[src/rtl/core_pkg.sv]
// Shared core definitions: opcode constants and hazard FSM states.
package core_pkg;

  localparam logic [6:0] OP_LOAD   = 7'b0000011;
  localparam logic [6:0] OP_STORE  = 7'b0100011;
  localparam logic [6:0] OP_RTYPE  = 7'b0110011;
  localparam logic [6:0] OP_BRANCH = 7'b1100011;
  localparam logic [6:0] OP_IALU   = 7'b0010011;

  typedef enum logic {HZ_IDLE, HZ_WAIT} hz_state_t;

endpackage

[src/rtl/reg_use_decode.sv]
// Decodes which source registers an opcode actually reads.
// Purely combinational, zero latency; no flow control.
module reg_use_decode
  import core_pkg::*;
(
  input  logic [6:0] opcode,
  output logic       uses_rs1,
  output logic       uses_rs2
);

  always_comb begin
    uses_rs1 = 1'b0;
    uses_rs2 = 1'b0;
    case (opcode)
      OP_LOAD, OP_IALU: uses_rs1 = 1'b1;
      OP_STORE, OP_RTYPE, OP_BRANCH: begin
        uses_rs1 = 1'b1;
        uses_rs2 = 1'b1;
      end
      default: ;
    endcase
  end

endmodule

[src/rtl/hazard_unit.sv]
// Load-use stall, branch flush and data-memory hold control for the 5-stage core.
// Strobes are zero-latency combinational; a slow dmem access freezes the whole pipe via pipe_hold.
module hazard_unit
  import core_pkg::*;
#(
  parameter int unsigned MAX_WAIT = 64,
  parameter int unsigned CNT_W    = 16
) (
  input  logic             clk,
  input  logic             rst,
  input  logic [6:0]       ifid_opcode,
  input  logic [4:0]       ifid_rs1,
  input  logic [4:0]       ifid_rs2,
  input  logic             idex_memread,
  input  logic [4:0]       idex_rd,
  input  logic             exmem_branch_taken,
  input  logic             exmem_mem_access,
  input  logic             dmem_ready,
  output logic             stall,
  output logic             pc_write,
  output logic             ifid_write,
  output logic             ifid_flush,
  output logic             idex_flush,
  output logic             pipe_hold,
  output logic             mem_timeout,
  output logic [CNT_W-1:0] stall_cycles
);

  localparam logic [15:0] MAX_WAIT_C = 16'(MAX_WAIT);

  hz_state_t        state, state_nxt;
  logic [15:0]      wait_cnt, wait_cnt_nxt;
  logic             hold_raw;
  logic             timeout_q;
  logic [CNT_W-1:0] cnt_q;
  logic             uses_rs1, uses_rs2;
  logic             load_use;

  reg_use_decode u_decode (
    .opcode   (ifid_opcode),
    .uses_rs1 (uses_rs1),
    .uses_rs2 (uses_rs2)
  );

  // rd of x0 also covers x0 sources, since a match would need rs == 0
  assign load_use = idex_memread && (idex_rd != 5'd0) &&
                    ((uses_rs1 && (ifid_rs1 == idex_rd)) ||
                     (uses_rs2 && (ifid_rs2 == idex_rd)));

  always_comb begin
    state_nxt    = state;
    wait_cnt_nxt = wait_cnt;
    hold_raw     = 1'b0;
    case (state)
      HZ_IDLE: begin
        if (exmem_mem_access && !dmem_ready) begin
          hold_raw     = 1'b1;
          state_nxt    = HZ_WAIT;
          wait_cnt_nxt = 16'd1;
        end
      end
      HZ_WAIT: begin
        if (dmem_ready) begin
          state_nxt = HZ_IDLE;
        end else begin
          hold_raw = 1'b1;
          if (wait_cnt != MAX_WAIT_C) wait_cnt_nxt = wait_cnt + 16'd1;
        end
      end
      default: state_nxt = HZ_IDLE;
    endcase
  end

  always_comb begin
    stall      = 1'b0;
    pc_write   = 1'b1;
    ifid_write = 1'b1;
    ifid_flush = 1'b0;
    idex_flush = 1'b0;
    pipe_hold  = 1'b0;
    if (!rst) begin
      if (hold_raw) begin
        pipe_hold  = 1'b1;
        pc_write   = 1'b0;
        ifid_write = 1'b0;
      end else if (exmem_branch_taken) begin
        ifid_flush = 1'b1;
        idex_flush = 1'b1;
      end else if (load_use) begin
        stall      = 1'b1;
        pc_write   = 1'b0;
        ifid_write = 1'b0;
      end
    end
  end

  always_ff @(posedge clk) begin
    if (rst) begin
      state     <= HZ_IDLE;
      wait_cnt  <= 16'd0;
      timeout_q <= 1'b0;
      cnt_q     <= '0;
    end else begin
      state    <= state_nxt;
      wait_cnt <= wait_cnt_nxt;
      if (state_nxt == HZ_WAIT && wait_cnt_nxt == MAX_WAIT_C) timeout_q <= 1'b1;
      if ((stall || pipe_hold) && (cnt_q != '1)) cnt_q <= cnt_q + CNT_W'(1);
    end
  end

  assign mem_timeout  = timeout_q & ~rst;
  assign stall_cycles = rst ? '0 : cnt_q;

endmodule

[config.mk]
export PLATFORM = sky130hd
export DESIGN_NAME = hazard_unit
export DESIGN_NICKNAME = d
export VERILOG_FILES = /design/src/rtl/core_pkg.sv /design/src/rtl/reg_use_decode.sv /design/src/rtl/hazard_unit.sv
export SDC_FILE = /design/constraint.sdc
export NUM_CORES = 1
export LEC_CHECK = 0
export CAP_MARGIN = 0
export CORE_MARGIN = 3
export CORE_UTILIZATION = 45
export CTS_CLUSTER_SIZE = 20
export DETAILED_ROUTE_END_ITERATION = 16
export PLACE_DENSITY_LB_ADDON = 0.1
export SYNTH_ARGS = -nofsm -noshare
export SYNTH_HDL_FRONTEND = slang
export SYNTH_SLANG_ARGS = --single-unit
[constraint.sdc]
create_clock -name clk -period 6 [get_ports clk]
set_clock_uncertainty 0.2 [all_clocks]
set_input_delay 1.2 -clock clk [delete_from_list [all_inputs] [get_ports clk]]
set_output_delay 1.2 -clock clk [all_outputs]
set_load 0.005 [all_outputs]
==> metrics.csv, run 1 <==
metric,value,unit
tightest_slew,0.953,ns
io_buffers,50,
antenna_left,0,
crit_required,4.60,ns
min_period,4.69,ns
hp-class,flop to flop,
p_per_area,171,nW/um^2
rows,25,
cts_sinks,34,
r2r_slack,3.40,ns
instances_no_fill,399,
cts.path.max_buffers,2,
finalWeightedCongestion,0.902,
fin_area,2900,sq um
crit_type,input pin to primary output,
grt_setup_unrepaired,no,
cts_root_buf,clkbuf_8,
drt-vias-per-instance,5.64,
dpl_cell_area,2790,sq um
ys_ff_latch,34,
arrival,3.29,ns
finalHoldViolations,0,
ys_types,60,
rr_worst_depth,8,
drt_iter0_drc,107,
hold_depth,2,
grt_pass1_wl,9650,um
cp_max_fo,19,
cts_tree,built,
synthCells,287,
clk_pin_slew_worst_paths,0.07,ns
timing.critical_path.from,idex_rd[1],
ys_async_sr_fraction,0,
core_area,4820,sq um
drt_first_pass_iters,4,
final_cell_mix,"50 x clkdlybuf4s50_1, 38 x nor2_1, 34 x dfxtp_1, 21 x nand2_1, 20 x nand3_1",
final_layout_size_suffix_gt1_frac,0.111,
dp_hpwl,4210,um
fin_ws,1.31,ns
area_delta_synth_final,26.7,%
place_ws,1.31,ns
synth_nets,318,
ctsHtreeMaxLevel,2,
yosysWarnings,0,
synth_ff_type,dfxtp_1,
dp.cells,391,
yosysSeqAreaShare,0.297,
synth_area,2290,sq um
pin_count,51,
die_w,77.4,um
vias,2250,
wire_per_inst,14.4,um
n_antenna_cell,0,
post-cts-setup-buffers,0,
min-delay-start,timeout_q$_SDFFE_PP0P_,
finalCritPeriodShare,0.782,
start_util,0.476,
syn_avg_cell_area,7.98,sq um
grt_pass1_vias,2081,
cts_resized,0,
start_kind,input pin,
setup_tns,0,ns
reg2reg_from,wait_cnt[0]$_SDFF_PP0_,
cts_buffers,5,
wirelength,5750,um
ir_worst_vdd,100,uV
grt_overflow_total,0,
final_nets,362,
postCtsHoldBufs,0,
drv_slew,0,
antenna_found_initial,0,
setup_viol,0,
insertion_delay,0.29,ns
layout_commonest_cell,clkdlybuf4s50_1,
grt_max_degree,26,
maxCapViolCount,0,
dieArea,5980,sq um
power.leakage,1.02,nW
grt_usage,0.198,
drc,0,
die_h,77.4,um
max_freq,213,MHz
synth_enable_flop_cells,0,
crit_path_end_kind,primary output,
status,completed,
max_slew_margin,0.361,
critical path, stage by stage:
cell	delay, ns
clkdlybuf4s50_1	0.48
or4_4	0.56
nor2_2	0.11
a211oi_2	0.06
a21o_4	0.26
inv_8	0.11
clkdlybuf4s50_1	0.52
cells by family after synthesis:
family / after synthesis / share of synthesized area
AOI/OAI and AO/OA: 39 / 0.122
xor gates and xnor gates: 10 / 0.0382
adders and majority gates: 3 / 0.0164
buffers and inverters: 27 / 0.0650
DFF: 34 / 0.297
muxes: 17 / 0.0847
and+or+nand+nor: 157 / 0.376
power by group:
group	internal, mW	total [mW]	switching (mW)
logic	0.0316	0.0563	0.0247
registers	0.227	0.230	0.00275
clock network	0.122	0.211	0.0887
cell type report:
| cell class | instances | area, sq um |
|---|---|---|
| flip-flops and latches | 34 | 681 |
| repair buffers | 52 | 515 |
| clock inverters | 3 | 40.0 |
| clock buffers | 5 | 68.8 |
| fillers | 469 | 1910 |
| inverters | 12 | 52.6 |
| multi-input cells | 226 | 1460 |
| well taps | 67 | 83.8 |
registers in the layout, summed over array words and instances (netlist names):
signal,cells
wait_cnt,16
timeout_q,1
state,1
cnt_q,16
through the flow:
| step | util | hold WS (ns) | power, mW |
|---|---|---|---|
| after floorplan | - | 0.239 | 0.262 |
| after global placement | 0.580 | 0.252 | 0.290 |
| after detailed placement | 0.580 | 0.261 | 0.291 |
| after CTS | 0.603 | 0.271 | 0.500 |
| after global routing | 0.603 | 0.302 | 0.514 |
| final | 0.603 | 0.267 | 0.497 |
path summary, 6_finish.rpt:
kind                            endpoint
hold reg to reg   timeout_q$_SDFFE_PP0P_
setup / recovery                pc_write
setup reg to reg  timeout_q$_SDFFE_PP0P_
hold / removal    timeout_q$_SDFFE_PP0P_
cell usage after synthesis (3+ instances only):
cell | n | area, sq um
and4_1 | 3 | 26.3
ha_1 | 3 | 37.5
o21ai_0 | 5 | 25.0
buf_4 | 3 | 22.5
or3_1 | 3 | 18.8
clkbuf_1 | 4 | 15.0
nor4_1 | 5 | 31.3
dfxtp_1 | 34 | 681
nand2_1 | 21 | 78.8
nand3_1 | 20 | 100
buf_2 | 4 | 20.0
nor2b_1 | 14 | 87.6
nor2_1 | 38 | 143
nor3b_1 | 3 | 22.5
nor3_1 | 11 | 55.1
and3_1 | 11 | 68.8
inv_1 | 11 | 41.3
nand4_1 | 7 | 43.8
a21oi_1 | 12 | 60.1
xnor2_1 | 10 | 87.6
mux2_2 | 15 | 169
routing by layer:
layer  global-route usage  vias to the layer above  wire (um)
li1                     -                     1129          -
met1                0.270                     1033       2830
met2                0.303                       84       2450
met3               0.0534                        4        413
met4               0.0623                        0         48
met5                    0                        -          0
Power figures use the tool's default switching activity.
==> run 2: changes to the inputs <==
==> constraint.sdc (replaced) <==
create_clock -name clk -period 4.8 [get_ports clk]
set_clock_uncertainty 0.2 [all_clocks]
set_input_delay 0.96 -clock clk [delete_from_list [all_inputs] [get_ports clk]]
set_output_delay 0.96 -clock clk [all_outputs]
set_load 0.005 [all_outputs]
==> metrics.csv, run 2 (same netlist as run 1, synthesis figures left out) <==
metric,value,unit
status,completed,
nFillCells,453,
post-cts-setup-buffers,0,
drv_slew,0,
setup_viol,0,
dieArea,5980,sq um
max_slew_margin,0.364,
cp_slowest_cell,or4_4,
die_h,77.4,um
max_freq,238,MHz
hp-class,flop to flop,
cts_resized,0,
postCtsHoldBufs,0,
ctsHtreeMaxLevel,2,
fin_util,0.607,
cts.path.max_buffers,2,
tightest_slew,0.949,ns
crit_type,input pin to primary output,
min-delay-start,timeout_q$_SDFFE_PP0P_,
crit_top_cell,clkdlybuf4s50_1,
grt_pass1_wl,9660,um
final_layout_size_suffix_gt1_frac,0.109,
finalCritPeriodShare,0.877,
antenna_found_initial,0,
maxCapViolCount,0,
cts_buffers,5,
dp.cells,390,
dp_hpwl,4120,um
rows,25,
reg_top3,"cnt_q (16), wait_cnt (16)",
drt-vias-per-instance,5.52,
cts_root_buf,clkbuf_8,
fin_area,2920,sq um
crit_path_end_kind,primary output,
io_buffers,50,
drt_iter0_drc,126,
timing.critical_path.from,idex_rd[1],
crit_required,3.64,ns
cp_cell_sequence,"clkdlybuf4s50_1, or4_4, nor2_2, a211oi_2, a21o_4, inv_8, clkdlybuf4s50_1",
insertion_delay,0.29,ns
drc,0,
final_cell_mix,"50 x clkdlybuf4s50_1, 38 x nor2_1, 34 x dfxtp_1, 21 x nand2_1, 20 x nand3_1",
setup_tns,0,ns
grt_setup_unrepaired,no,
fin_total_pwr,0.678,mW
ir_worst_vdd,140,uV
grt_overflow_total,0,
arrival,3.05,ns
clk_pin_slew_worst_paths,0.07,ns
critPathTopFamily,buffers and inverters,
layout_commonest_cell,clkdlybuf4s50_1,
wirelength,5660,um
reg2reg_from,cnt_q[0]$_SDFFE_PP0P_,
grt_pass1_vias,2034,
power.leakage,1.03,nW
slowest_delay,0.56,ns
instances_no_fill,398,
antenna_left,0,
grt_max_degree,47,
grt_usage,0.194,
vias,2198,
n_antenna_cell,0,
cts_tree,built,
fin_hold_ws,0.276,ns
dpl_cell_area,2790,sq um
wire_per_inst,14.2,um
final_nets,361,
drt_first_pass_iters,4,
min_period,4.21,ns
finalWeightedCongestion,0.898,
r2r_slack,2.19,ns
cp_max_fo,19,
die_w,77.4,um
place_ws,0.578,ns
finalHoldViolations,0,
area_delta_synth_final,27.6,%
start_kind,input pin,
fin_ws,0.590,ns
pin_count,51,
worstPathBufferInverterCount,3,
start_util,0.476,
core_area,4820,sq um
cts_sinks,34,
p_per_area,232,nW/um^2
[run 2: metal layers]
layer / global-route usage / wire length (um) / up-vias
li1: - / - / 1121
met1: 0.283 / 2910 / 988
met2: 0.285 / 2320 / 85
met3: 0.0452 / 386 / 4
met4: 0.0534 / 39 / 0
met5: 0 / 0 / -
[run 2: worst paths after layout]
path	to	depth (start not counted)
min reg2reg	timeout_q$_SDFFE_PP0P_	2
max	pc_write	7
max reg2reg	cnt_q[15]$_SDFFE_PP0P_	6
min	timeout_q$_SDFFE_PP0P_	2
[run 2: tightest hold or removal path, cell delays in order (launching register included)]
cell	delay [ns]
dfxtp_1	0.30
inv_1	0.06
o32ai_1	0.07
[run 2: power by group]
part	internal (mW)	switching, mW
clock network	0.208	0.114
logic	0.0388	0.0300
registers	0.284	0.00355
total	0.531	0.147
[run 2: area by class of cell]
type                            instances  area (sq um)  share of cell area
Multi-Input combinational cell        226          1460               0.500
Tap cell                               67          83.8              0.0287
Clock inverter                          3          68.8              0.0235
Inverter                               12          52.6              0.0180
Clock buffer                            5          68.8              0.0235
Sequential cell                        34           681               0.233
Timing Repair Buffer                   51           508               0.174
